$ cat src/rtl/wave_gen.sv
// rtl/wave_gen.sv - multi-channel PWM waveform generator with burst control
//
// Ports:
//   clk          single clock, all state changes on rising edge
//   rst          synchronous active-high reset
//   cfg_we       config write strobe (accepted only in IDLE)
//   cfg_ch       channel selected by a config write
//   cfg_period   period P in clk cycles
//   cfg_high     high time H in clk cycles
//   cfg_burst    burst length B in channel-0 periods, 0 = continuous
//   start        level-sampled run request
//   stop         level-sampled abort request
//   sig          registered per-channel waveform outputs
//   period_tick  per-channel pulse on the last cycle of each period
//   busy         high while running
//   done         one-cycle pulse on burst completion
module wave_gen #(
    parameter int NCH     = 4,
    parameter int CNT_W   = 8,
    parameter int BURST_W = 8
) (
    input  logic                                   clk,
    input  logic                                   rst,
    input  logic                                   cfg_we,
    input  logic [((NCH > 1) ? $clog2(NCH) : 1)-1:0] cfg_ch,
    input  logic [CNT_W-1:0]                       cfg_period,
    input  logic [CNT_W-1:0]                       cfg_high,
    input  logic [BURST_W-1:0]                     cfg_burst,
    input  logic                                   start,
    input  logic                                   stop,
    output logic [NCH-1:0]                         sig,
    output logic [NCH-1:0]                         period_tick,
    output logic                                   busy,
    output logic                                   done
);

    localparam int CHW = (NCH > 1) ? $clog2(NCH) : 1;

    localparam logic [1:0] S_IDLE = 2'd0;
    localparam logic [1:0] S_RUN  = 2'd1;
    localparam logic [1:0] S_DONE = 2'd2;

    logic [1:0]         state, state_n;
    logic [CNT_W-1:0]   p_q   [NCH];
    logic [CNT_W-1:0]   h_q   [NCH];
    logic [CNT_W-1:0]   cnt_q [NCH];
    logic [CNT_W-1:0]   p_n   [NCH];
    logic [CNT_W-1:0]   h_n   [NCH];
    logic [CNT_W-1:0]   cnt_n [NCH];
    logic [BURST_W-1:0] b_q, b_n;
    logic [BURST_W-1:0] bcnt_q, bcnt_n;
    logic [NCH-1:0]     sig_n, tick_n;
    logic               cfg_ok, go, fin;

    // Outputs are registered, so everything is computed from next-state
    // values; this lets a config write coincident with start shape the
    // very first cycle of the run.
    always_comb begin
        cfg_ok = (state == S_IDLE) && cfg_we && (int'(cfg_ch) < NCH);
        go     = (state == S_IDLE) && start && !stop;
        // period_tick[0] is the current-cycle tick; the B-th one ends the burst
        fin    = (state == S_RUN) && !stop && period_tick[0] &&
                 (b_q != '0) && (bcnt_q == b_q - BURST_W'(1));

        state_n = state;
        case (state)
            S_IDLE:  if (go) state_n = S_RUN;
            S_RUN:   if (stop) state_n = S_IDLE;
                     else if (fin) state_n = S_DONE;
            default: state_n = S_IDLE;
        endcase

        b_n = cfg_ok ? cfg_burst : b_q;

        // Saturating so continuous runs never wrap into a false completion.
        bcnt_n = '0;
        if (state == S_RUN && state_n == S_RUN)
            bcnt_n = (period_tick[0] && bcnt_q != '1) ? bcnt_q + BURST_W'(1) : bcnt_q;

        for (int i = 0; i < NCH; i++) begin
            p_n[i] = (cfg_ok && cfg_ch == CHW'(i)) ? cfg_period : p_q[i];
            h_n[i] = (cfg_ok && cfg_ch == CHW'(i)) ? cfg_high   : h_q[i];

            cnt_n[i] = '0;
            if (state == S_RUN && state_n == S_RUN && p_q[i] >= CNT_W'(2) &&
                cnt_q[i] != p_q[i] - CNT_W'(1))
                cnt_n[i] = cnt_q[i] + CNT_W'(1);

            // P < 2 is degenerate: output stays low and never ticks.
            sig_n[i]  = (state_n == S_RUN) && (p_n[i] >= CNT_W'(2)) &&
                        (cnt_n[i] < h_n[i]);
            tick_n[i] = (state_n == S_RUN) && (p_n[i] >= CNT_W'(2)) &&
                        (cnt_n[i] == p_n[i] - CNT_W'(1));
        end
    end

    always_ff @(posedge clk) begin
        if (rst) begin
            state       <= S_IDLE;
            b_q         <= '0;
            bcnt_q      <= '0;
            sig         <= '0;
            period_tick <= '0;
            busy        <= 1'b0;
            done        <= 1'b0;
            for (int i = 0; i < NCH; i++) begin
                p_q[i]   <= CNT_W'(2);
                h_q[i]   <= CNT_W'(1);
                cnt_q[i] <= '0;
            end
        end else begin
            state       <= state_n;
            b_q         <= b_n;
            bcnt_q      <= bcnt_n;
            sig         <= sig_n;
            period_tick <= tick_n;
            busy        <= (state_n == S_RUN);
            done        <= (state_n == S_DONE);
            for (int i = 0; i < NCH; i++) begin
                p_q[i]   <= p_n[i];
                h_q[i]   <= h_n[i];
                cnt_q[i] <= cnt_n[i];
            end
        end
    end

endmodule

$ cat config.mk
export PLATFORM = sky130hd
export DESIGN_NAME = wave_gen
export DESIGN_NICKNAME = d
export VERILOG_FILES = /design/src/rtl/wave_gen.sv
export SDC_FILE = /design/constraint.sdc
export NUM_CORES = 1
export LEC_CHECK = 0
export CAP_MARGIN = 10
export CORE_ASPECT_RATIO = 1.25
export CORE_MARGIN = 5
export CORE_UTILIZATION = 45
export DETAILED_ROUTE_END_ITERATION = 10
export GPL_TIMING_DRIVEN = 0
export SYNTH_ARGS = -nofsm -noshare
export SYNTH_HDL_FRONTEND = slang
export SYNTH_SLANG_ARGS = --single-unit
export TNS_END_PERCENT = 30
$ cat constraint.sdc
create_clock -name clk -period 5.8 [get_ports clk]
set_input_delay 0.87 -clock clk [delete_from_list [all_inputs] [get_ports clk]]
set_output_delay 0.87 -clock clk [all_outputs]
set_load 0.01 [all_outputs]
==> results of run 1 <==
==> cell type report <==
type	instances	share of cell area, %
multi-input combinational	780	56.9
sequential	124	26.2
clock buffer	24	5.08
timing repair buffer	38	4.01
tap	228	3.01
buffer	54	2.28
inverter	35	1.39
clock inverter	7	1.19
==> synthesized netlist by cell type, types with 11 or more instances <==
| cell type | instances |
|---|---|
| a21oi_1 | 38 |
| nor4_1 | 13 |
| ha_1 | 50 |
| xnor2_1 | 72 |
| nor2_1 | 131 |
| dfxtp_1 | 124 |
| nand4_1 | 16 |
| clkbuf_1 | 45 |
| nor3_1 | 50 |
| inv_1 | 35 |
| nand2_1 | 76 |
| mux2i_1 | 68 |
| nand3_1 | 36 |
| xor2_1 | 57 |
| o21ai_0 | 20 |
| nand2b_1 | 11 |
==> routing by layer <==
layer	track usage (%)	up-vias
met1	28.4	3381
met2	39.9	152
met5	0	-
li1	-	3596
met3	4.07	41
met4	7.58	0
==> stage by stage <==
step / hold slack (ns) / setup slack [ns] / area (um^2)
after floorplan: 0.441 / 1.90 / 8220
after global placement: 0.463 / 0.0487 / 8880
after detailed placement: 0.471 / 0.592 / 8890
after CTS: 0.484 / 1.02 / 9480
after global routing: 0.534 / 0.647 / 9480
final: 0.484 / 1.03 / 9480
==> logic make-up after synthesis <==
| logic type | share of synthesized area [%] |
|---|---|
| buffers and inverters | 4.23 |
| adders and majority gates | 7.61 |
| muxes | 8.83 |
| and+or+nand+nor | 23.9 |
| AOI/OAI and AO/OA | 11.2 |
| DFF | 30.2 |
| xor gates and xnor gates | 14.0 |
==> registers in the layout (all words and copies together) (netlist names) <==
signal       count
b_q              8
done             1
busy             1
bcnt_q           8
sig              4
h_q             32
p_q             32
state            2
cnt_q           32
period_tick      4
==> power groups by stage <==
stage | logic [mW] | registers (mW) | clock network, mW
after global placement | 0.326 | 0.910 | 0
after detailed placement | 0.328 | 0.911 | 0
after floorplan | 0.228 | 0.906 | 0
after CTS | 0.330 | 0.893 | 1.11
final | 0.332 | 0.893 | 1.09
after global routing | 0.366 | 0.895 | 1.15
==> final timing paths <==
kind / startpoint / to / slack [ns] / cells after the start
max: stop / sig[0]$_SDFF_PP0_ / 1.03 / 16
min: b_q[7]$_SDFFE_PP0P_ / b_q[7]$_SDFFE_PP0P_ / 0.48 / 2
max reg2reg: b_q[0]$_SDFFE_PP0P_ / sig[0]$_SDFF_PP0_ / 1.30 / 19
min reg2reg: b_q[7]$_SDFFE_PP0P_ / b_q[7]$_SDFFE_PP0P_ / 0.48 / 2
==> critical path, delay by kind of cell <==
family / cells / cell delay, ns
adder cells (fa/ha/maj): 1 / 0.31
AO/OA/AOI/OAI: 5 / 1.22
AND/OR/NAND/NOR: 7 / 1.80
buffers and inverters: 3 / 0.93
==> results.cfg, run 1 <==
[status]
status = completed

[detailed_routing]
wl_met3_um = 985
wl_met1_um = 10500
vias = 7170
drcViolationCount = 0
routedWlPerCell_um = 18.4
viasPerCell = 5.56
top_layer = met4
dr.pass1.iters = 5
first_iter_violations = 460
wl_um = 23700
wl_met2_um = 11700
drtAntennaViolNets = 0

[cts]
cts_resized = 0
cts_setup_buffers = 0
clk_latency_ns = 0.43
cts_buffer_depth = 2
htreeDepth = 4
cts_tree = done
cts_sinks = 124
clk_pin_slew_worst_paths_ns = 0.05
clockRootBuffer = clkbuf_16
cts.hold.buffers_added = 0
cts_buffers = 17

[logic_synthesis]
yosys_register_bits = 124
netlist_instances = 993
synthArstFlopShare_pct = 0
syn_area_um2 = 8220
synth.area.top_cells = dfxtp_1 30%, mux2i_1 8.3%, xnor2_1 7.7%, ha_1 7.6%, xor2_1 6.1%
yosysWarnings = 0
synth_ff_type = dfxtp_1
synth_top_area_share_pct = 30.2
syn_avg_cell_area_um2 = 8.27
yosys.area.top_type = dfxtp_1
yosysUniqueCellTypes = 78
yosysSeqAreaShare_pct = 30.2
syn_nets = 1074
synth_edf_count = 0

[power]
switching_share_pct = 26.0
comb_power_share_pct = 14.3
clockPowerShare_pct = 47.2
peakVddDrop_mv = 0.239
finalPower_mw = 2.32
p_leak_nw = 3.79
internal_power_mw = 1.72
p_per_area_nw_per_um2 = 244
seqPwrFrac_pct = 38.5
switchingPower_uw = 603

[placed_design]
io_buffer_count = 38
dp_hpwl_um = 17900
dp_cells = 1259
place.gp.congestion = 0.881

[critical_path]
path_class = primary input to flip-flop
path_max_fanout = 10
end_kind = flip-flop
path_cells = clkdlybuf4s50_1 > nor3b_2 > nand4_1 > a2111o_1 > and2_0 > clkbuf_1 > nand2_1 > buf_2 > nor2_1 > ha_1 > a21oi_1 > nor2b_1 > o21ai_0 > o21ai_0 > nor2_1 > o311a_1
critPathLaunchType = primary input
crit_required_ns = 6.15
worst_path_max_delay_cell = nor3b_2
max_stage_delay_ns = 0.76
arrival_ns = 5.12

[floorplanning]
start_util_pct = 45.6
num_rows = 55
core_area_um2 = 18000
io_pins = 41
die-area_um2 = 21100
fp.dieW_um = 131
fp.dieH_um = 161

[timing]
fin_crit_ns = 4.77
fin_crit_sh_pct = 82.2
final-hold-violation-count = 0
max_slew.worst_pin.slew_ns = 0.920
finalMaxSlewViolations = 0
finalSetupViolations = 0
tns_ns = 0
fmax_mhz = 210
max_slew_margin_pct = 38.4
rsz0062_at_grt = false
skew_ns = 0.00665

[final_layout]
final_cell_mix = 131 x nor2_1, 124 x dfxtp_1, 76 x nand2_1
final_core_util_pct = 52.6
nFillCells = 1767
final_cells = 1290
multiInputGateArea_um2 = 5390
drive_gt1_share_pct = 5.74
seq_area_um2 = 2480
final_common_cell = nor2_1
nets = 1131
n_antenna_cell = 0
area_delta_synth_final_pct = 15.4

[hold_path]
worst_hold_path_type = flip-flop to flip-flop

[job]
drv_cap = 0

[global_routing]
track_usage_pct = 23.0
grt_pass1_vias = 7028
grt_start_max_net_pins = 17
grt_overflow = 0
antenna_found_initial = 0
grt_pass1_wl_um = 37500
Note: power is estimated with default switching activity, not from simulation.
==> run 2: changes to the inputs <==
==> constraint.sdc (replaced) <==
create_clock -name clk -period 4.7 [get_ports clk]
set_input_delay 0.705 -clock clk [delete_from_list [all_inputs] [get_ports clk]]
set_output_delay 0.705 -clock clk [all_outputs]
set_load 0.01 [all_outputs]
==> run 2 against run 1 <==
- clock power up 24%
- hold slack about the same
- critical path type unchanged
- largest power group unchanged
- final cell count unchanged
- critical endpoint unchanged
- non-clock buffer count unchanged
==> results.cfg, run 2 (synthesized netlist as in run 1, its figures left out) <==
[power]
p_per_area_nw_per_um2 = 302
finalPower_mw = 2.86
p_leak_nw = 3.80
peakVddDrop_mv = 0.293

[placed_design]
dp_cells = 1259
dp_hpwl_um = 17900
post-place-ws_ns = -0.343
place.gp.congestion = 0.881
io_buffer_count = 38

[critical_path]
reg2reg_to = sig[0]$_SDFF_PP0_
path_max_fanout = 10
worst_path_max_delay_cell = nor3b_2
path_class = primary input to flip-flop
max_stage_delay_ns = 0.73
path_cells = clkdlybuf4s50_1 > nor3b_2 > nand4_1 > a2111o_1 > and2_0 > clkbuf_1 > nand2_2 > buf_2 > nor2_1 > ha_1 > a21oi_1 > nor2b_1 > o21ai_0 > o21ai_0 > nor2_1 > o311a_1
critPathLaunchType = primary input
end_kind = flip-flop
crit_required_ns = 5.05
arrival_ns = 4.82
r2r_start = b_q[0]$_SDFFE_PP0P_
ff2ff_setup_slack_ns = 0.31
reg2regPathDepth = 19

[cts]
clk_latency_ns = 0.43
cts_sinks = 124
cts_buffer_depth = 2
cts_buffers = 17
htreeDepth = 4
cts.hold.buffers_added = 0
cts_tree = done
clk_pin_slew_worst_paths_ns = 0.05
clockRootBuffer = clkbuf_16

[final_layout]
n_antenna_cell = 0
final_common_cell = nor2_1
drive_gt1_share_pct = 5.93
area_delta_synth_final_pct = 15.5
final_cell_mix = 131 x nor2_1, 124 x dfxtp_1, 75 x nand2_1
final_cells = 1290
top_regs = cnt_q: 32 flops, h_q: 32 flops, p_q: 32 flops
nets = 1131

[hold_path]
worst_hold_path_type = flip-flop to flip-flop
worstHoldEndpoint = b_q[7]$_SDFFE_PP0P_
hold_depth = 2
hp-start = b_q[7]$_SDFFE_PP0P_

[timing]
max_slew_margin_pct = 40.7
finalMaxSlewViolations = 0
max_slew.worst_pin.slew_ns = 0.886
fin_crit_ns = 4.47
fin_crit_sh_pct = 95.1
holdWs_ns = 0.484
finalSetupViolations = 0
final-hold-violation-count = 0
layout_setup_ws_ns = 0.233
skew_ns = 0.00669
fmax_mhz = 224
rsz0062_at_grt = false

[detailed_routing]
viasPerCell = 5.58
wl_um = 23700
first_iter_violations = 395
routedWlPerCell_um = 18.4
drcViolationCount = 0
drtAntennaViolNets = 0
vias = 7203
dr.pass1.iters = 4

[global_routing]
grt_overflow = 0
grt_start_max_net_pins = 17
antenna_found_initial = 0
grt_pass1_vias = 7028
grt_pass1_wl_um = 37500
track_usage_pct = 23.0

[floorplanning]
io_pins = 41
start_util_pct = 45.6
num_rows = 55
fp.dieH_um = 161
fp.dieW_um = 131
die-area_um2 = 21100
core_area_um2 = 18000

[job]
drv_cap = 0

[status]
status = completed
## run 2: cell counts in the layout (fill, tap and decap cells not counted)
No cell type changed its count.
## run 2: stage by stage
| stage | util, % | setup TNS [ns] | instance area [um^2] |
|---|---|---|---|
| after CTS | 52.6 | 0 | 9480 |
| after global placement | 49.3 | -3.56 | 8880 |
| after global routing | 52.6 | 0 | 9490 |
| after detailed placement | 49.3 | -0.890 | 8890 |
| final | 52.6 | 0 | 9490 |
| after floorplan | - | 0 | 8220 |
## run 2: report_power, final
part	total, mW	internal (mW)	leakage [nW]	switching [mW]
combinational	0.410	0.169	2.50	0.241
sequential	1.10	1.08	1.01	0.0235
clock	1.35	0.870	0.290	0.481
total	2.86	2.12	3.80	0.746
## run 2: layout make-up
class / count / area, um^2
buffer: 54 / 218
clock buffer: 24 / 482
clock inverter: 7 / 113
fill: 1765 / 8540
inverter: 35 / 131
multi-input combinational: 780 / 5400
sequential: 124 / 2480
tap: 228 / 285
timing repair buffer: 38 / 380
## run 2: per-layer routing
metal  track usage [%]  wire, um  vias up
met5                 0         0        -
met4              7.58       583        0
met3              4.07      1110       46
met2              39.9     11700      170
met1              28.4     10300     3393
li1                  -         -     3594
## run 2: worst max path at each step
stage,startpoint,end,slack [ns],cells after the start
2_1_floorplan,cfg_we,period_tick[1]$_SDFF_PP0_,0.96,13
3_3_place_gp,stop,sig[0]$_SDFF_PP0_,-0.89,16
3_5_place_dp,cfg_we,period_tick[2]$_SDFF_PP0_,-0.34,13
4_1_cts,cfg_we,period_tick[2]$_SDFF_PP0_,0.09,13
5_1_grt,b_q[0]$_SDFFE_PP0P_,sig[0]$_SDFF_PP0_,0.01,19
6_report,stop,sig[0]$_SDFF_PP0_,0.23,16
## run 2: critical path, delay by kind of cell
kind | cells | cell delay (ns)
and+or+nand+nor | 7 | 1.66
buffers and inverters | 3 | 0.91
AOI/OAI and AO/OA | 5 | 1.21
adders and majority gates | 1 | 0.31
## run 2: repair_timing
action	CTS	global route
setup endpoints to repair	0	3
setup buffers	0	0
gates resized for setup	0	5
==> run 3: changes to the inputs <==
--- a/config.mk
+++ b/config.mk
@@ -11,6 +11,7 @@
 export CORE_UTILIZATION = 45
 export DETAILED_ROUTE_END_ITERATION = 10
 export GPL_TIMING_DRIVEN = 0
+export SLEW_MARGIN = 10
 export SYNTH_ARGS = -nofsm -noshare
 export SYNTH_HDL_FRONTEND = slang
 export SYNTH_SLANG_ARGS = --single-unit
==> run 3 against run 2 <==
- final cell count hardly changed
- worst setup slack improved by 0.039 ns
- combinational power about the same
- non-clock buffer count is 1 higher
- fmax is 0.89% higher
- wire length decreased by 0.51%
- hold slack got worse by 0.0050 ns
- total power shrank 2.9%
- critical path type is now flip-flop to flip-flop
- largest cell class unchanged
- clock-buffer cell count did not move
- sequential power hardly changed
- first-iteration DRC count up 14%
- clock power is 6% lower
- largest power group unchanged
==> results.cfg, run 3 (synthesized netlist as in run 1, its figures left out) <==
[status]
status = completed

[timing]
max_slew_margin_pct = 44.5
finalSetupViolations = 0
max_slew.worst_pin.slew_ns = 0.832
finalMaxSlewViolations = 0
rsz0062_at_grt = false
fin_crit_sh_pct = 94.2
fin_crit_ns = 4.43
skew_ns = 0.00585
layout_setup_ws_ns = 0.272
fmax_mhz = 226
final-hold-violation-count = 0

[cts]
clockRootBuffer = clkbuf_16
cts_buffer_depth = 2
htreeDepth = 4
cts_buffers = 17
clk_pin_slew_worst_paths_ns = 0.05
cts_tree = done
clk_latency_ns = 0.42
cts_sinks = 124

[floorplanning]
io_pins = 41
core_area_um2 = 18000
die-area_um2 = 21100
fp.dieW_um = 131
num_rows = 55
start_util_pct = 45.6
fp.dieH_um = 161

[critical_path]
reg2regPathDepth = 19
path_max_fanout = 10
ff2ff_setup_slack_ns = 0.27
path_cells = inv_1 > ha_1 > clkbuf_1 > o21ba_2 > a221oi_1 > o22ai_1 > a2111o_1 > and2_0 > clkbuf_1 > nand2_2 > buf_2 > nor2_1 > ha_1 > a21oi_1 > nor2b_1 > o21ai_0 > o21ai_0 > nor2_1 > o311a_1
r2r_start = b_q[0]$_SDFFE_PP0P_
critPathLaunchType = flip-flop
worst_path_max_delay_cell = a2111o_1
end_kind = flip-flop
path_class = flip-flop to flip-flop
reg2reg_to = sig[0]$_SDFF_PP0_
crit_required_ns = 5.04
arrival_ns = 4.77
max_stage_delay_ns = 0.63

[detailed_routing]
viasPerCell = 5.57
top_layer = met4
wl_met3_um = 1150
first_iter_violations = 451
wl_um = 23600
wl_met2_um = 11400
dr.pass1.iters = 4
vias = 7191
wl_met1_um = 10200
routedWlPerCell_um = 18.3
drcViolationCount = 0
drtAntennaViolNets = 0

[final_layout]
drive_gt1_share_pct = 5.93
final_cell_mix = 131 x nor2_1, 124 x dfxtp_1, 75 x nand2_1
seq_area_um2 = 2480
n_antenna_cell = 0
final_common_cell = nor2_1
multiInputGateArea_um2 = 5400
top_regs = cnt_q: 32 flops, h_q: 32 flops, p_q: 32 flops
nFillCells = 1790
area_delta_synth_final_pct = 15.2
nets = 1132

[global_routing]
grt_pass1_vias = 7074
track_usage_pct = 22.7
grt_pass1_wl_um = 37100
antenna_found_initial = 0
grt_start_max_net_pins = 17
grt_overflow = 0

[hold_path]
worst_hold_path_type = flip-flop to flip-flop
hold_depth = 2
worstHoldEndpoint = b_q[7]$_SDFFE_PP0P_
hp-start = b_q[7]$_SDFFE_PP0P_

[placed_design]
post-place-ws_ns = -0.318
io_buffer_count = 38
place.gp.congestion = 0.881
dp_hpwl_um = 18000

[power]
p_per_area_nw_per_um2 = 294
peakVddDrop_mv = 0.247
finalPower_mw = 2.78
p_leak_nw = 3.78

[job]
drv_cap = 0
[run 3: changes by cell type in the layout (fill, tap and decap cells not counted)]
cell	before	now
clkinvlp_4	1	2
clkbuf_1	48	49
clkbuf_8	3	2
bufinv_16	3	2
buf_4	0	1
[run 3: worst max-delay path: cells and delay by family, from the launching register on]
family	cells	cell delay [ns]
fa+ha+maj	2	0.50
buf+inv	4	0.73
compound gates	8	1.93
flops	1	0.47
simple gates	5	0.70
[run 3: area by class of cell]
class                      count  area share (%)
timing repair buffer          39            4.10
buffer                        54            2.30
clock buffer                  24            4.98
multi-input combinational    780            57.0
clock inverter                 7           0.952
sequential                   124            26.2
inverter                      35            1.39
tap                          228            3.01
[run 3: worst max-delay path by stage]
| stage | start | to | slack (ns) | cells past startpoint |
|---|---|---|---|---|
| 2_1_floorplan | cfg_we | period_tick[1]$_SDFF_PP0_ | 0.96 | 13 |
| 6_report | b_q[0]$_SDFFE_PP0P_ | sig[0]$_SDFF_PP0_ | 0.27 | 19 |
| 3_5_place_dp | cfg_we | period_tick[2]$_SDFF_PP0_ | -0.32 | 13 |
| 5_1_grt | cfg_we | period_tick[1]$_SDFF_PP0_ | 0.05 | 14 |
| 4_1_cts | cfg_we | period_tick[2]$_SDFF_PP0_ | 0.006 | 13 |
| 3_3_place_gp | stop | sig[0]$_SDFF_PP0_ | -0.89 | 16 |
[run 3: repair_timing]
action / 4_1_cts / 5_1_grt
hold buffers: 0 / 0
setup endpoints to repair: 0 / 3
gates resized for setup: 0 / 5
buffers inserted: 0 / 0
[run 3: metal layers]
layer  vias to the layer above  global-route usage (%)
li1                       3590                       -
met1                      3387                    27.9
met2                       157                    38.5
met3                        57                    4.50
met4                         0                    9.03
met5                         -                       0
[run 3: power breakdown]
part / switching (mW) / total (mW) / internal [mW]
sequential: 0.0236 / 1.10 / 1.08
combinational: 0.241 / 0.411 / 0.169
clock: 0.466 / 1.27 / 0.802
[run 3: through the flow]
step	util, %	instances	TNS, ns	cell area [um^2]	hold slack, ns
global route	52.5	1291	0	9470	0.528
detailed placement	49.3	1260	-0.583	8890	0.475
floorplan	-	993	0	8220	0.441
CTS	52.4	1291	0	9460	0.488
finish	52.5	1291	0	9470	0.479
global placement	49.3	1259	-3.56	8880	0.463
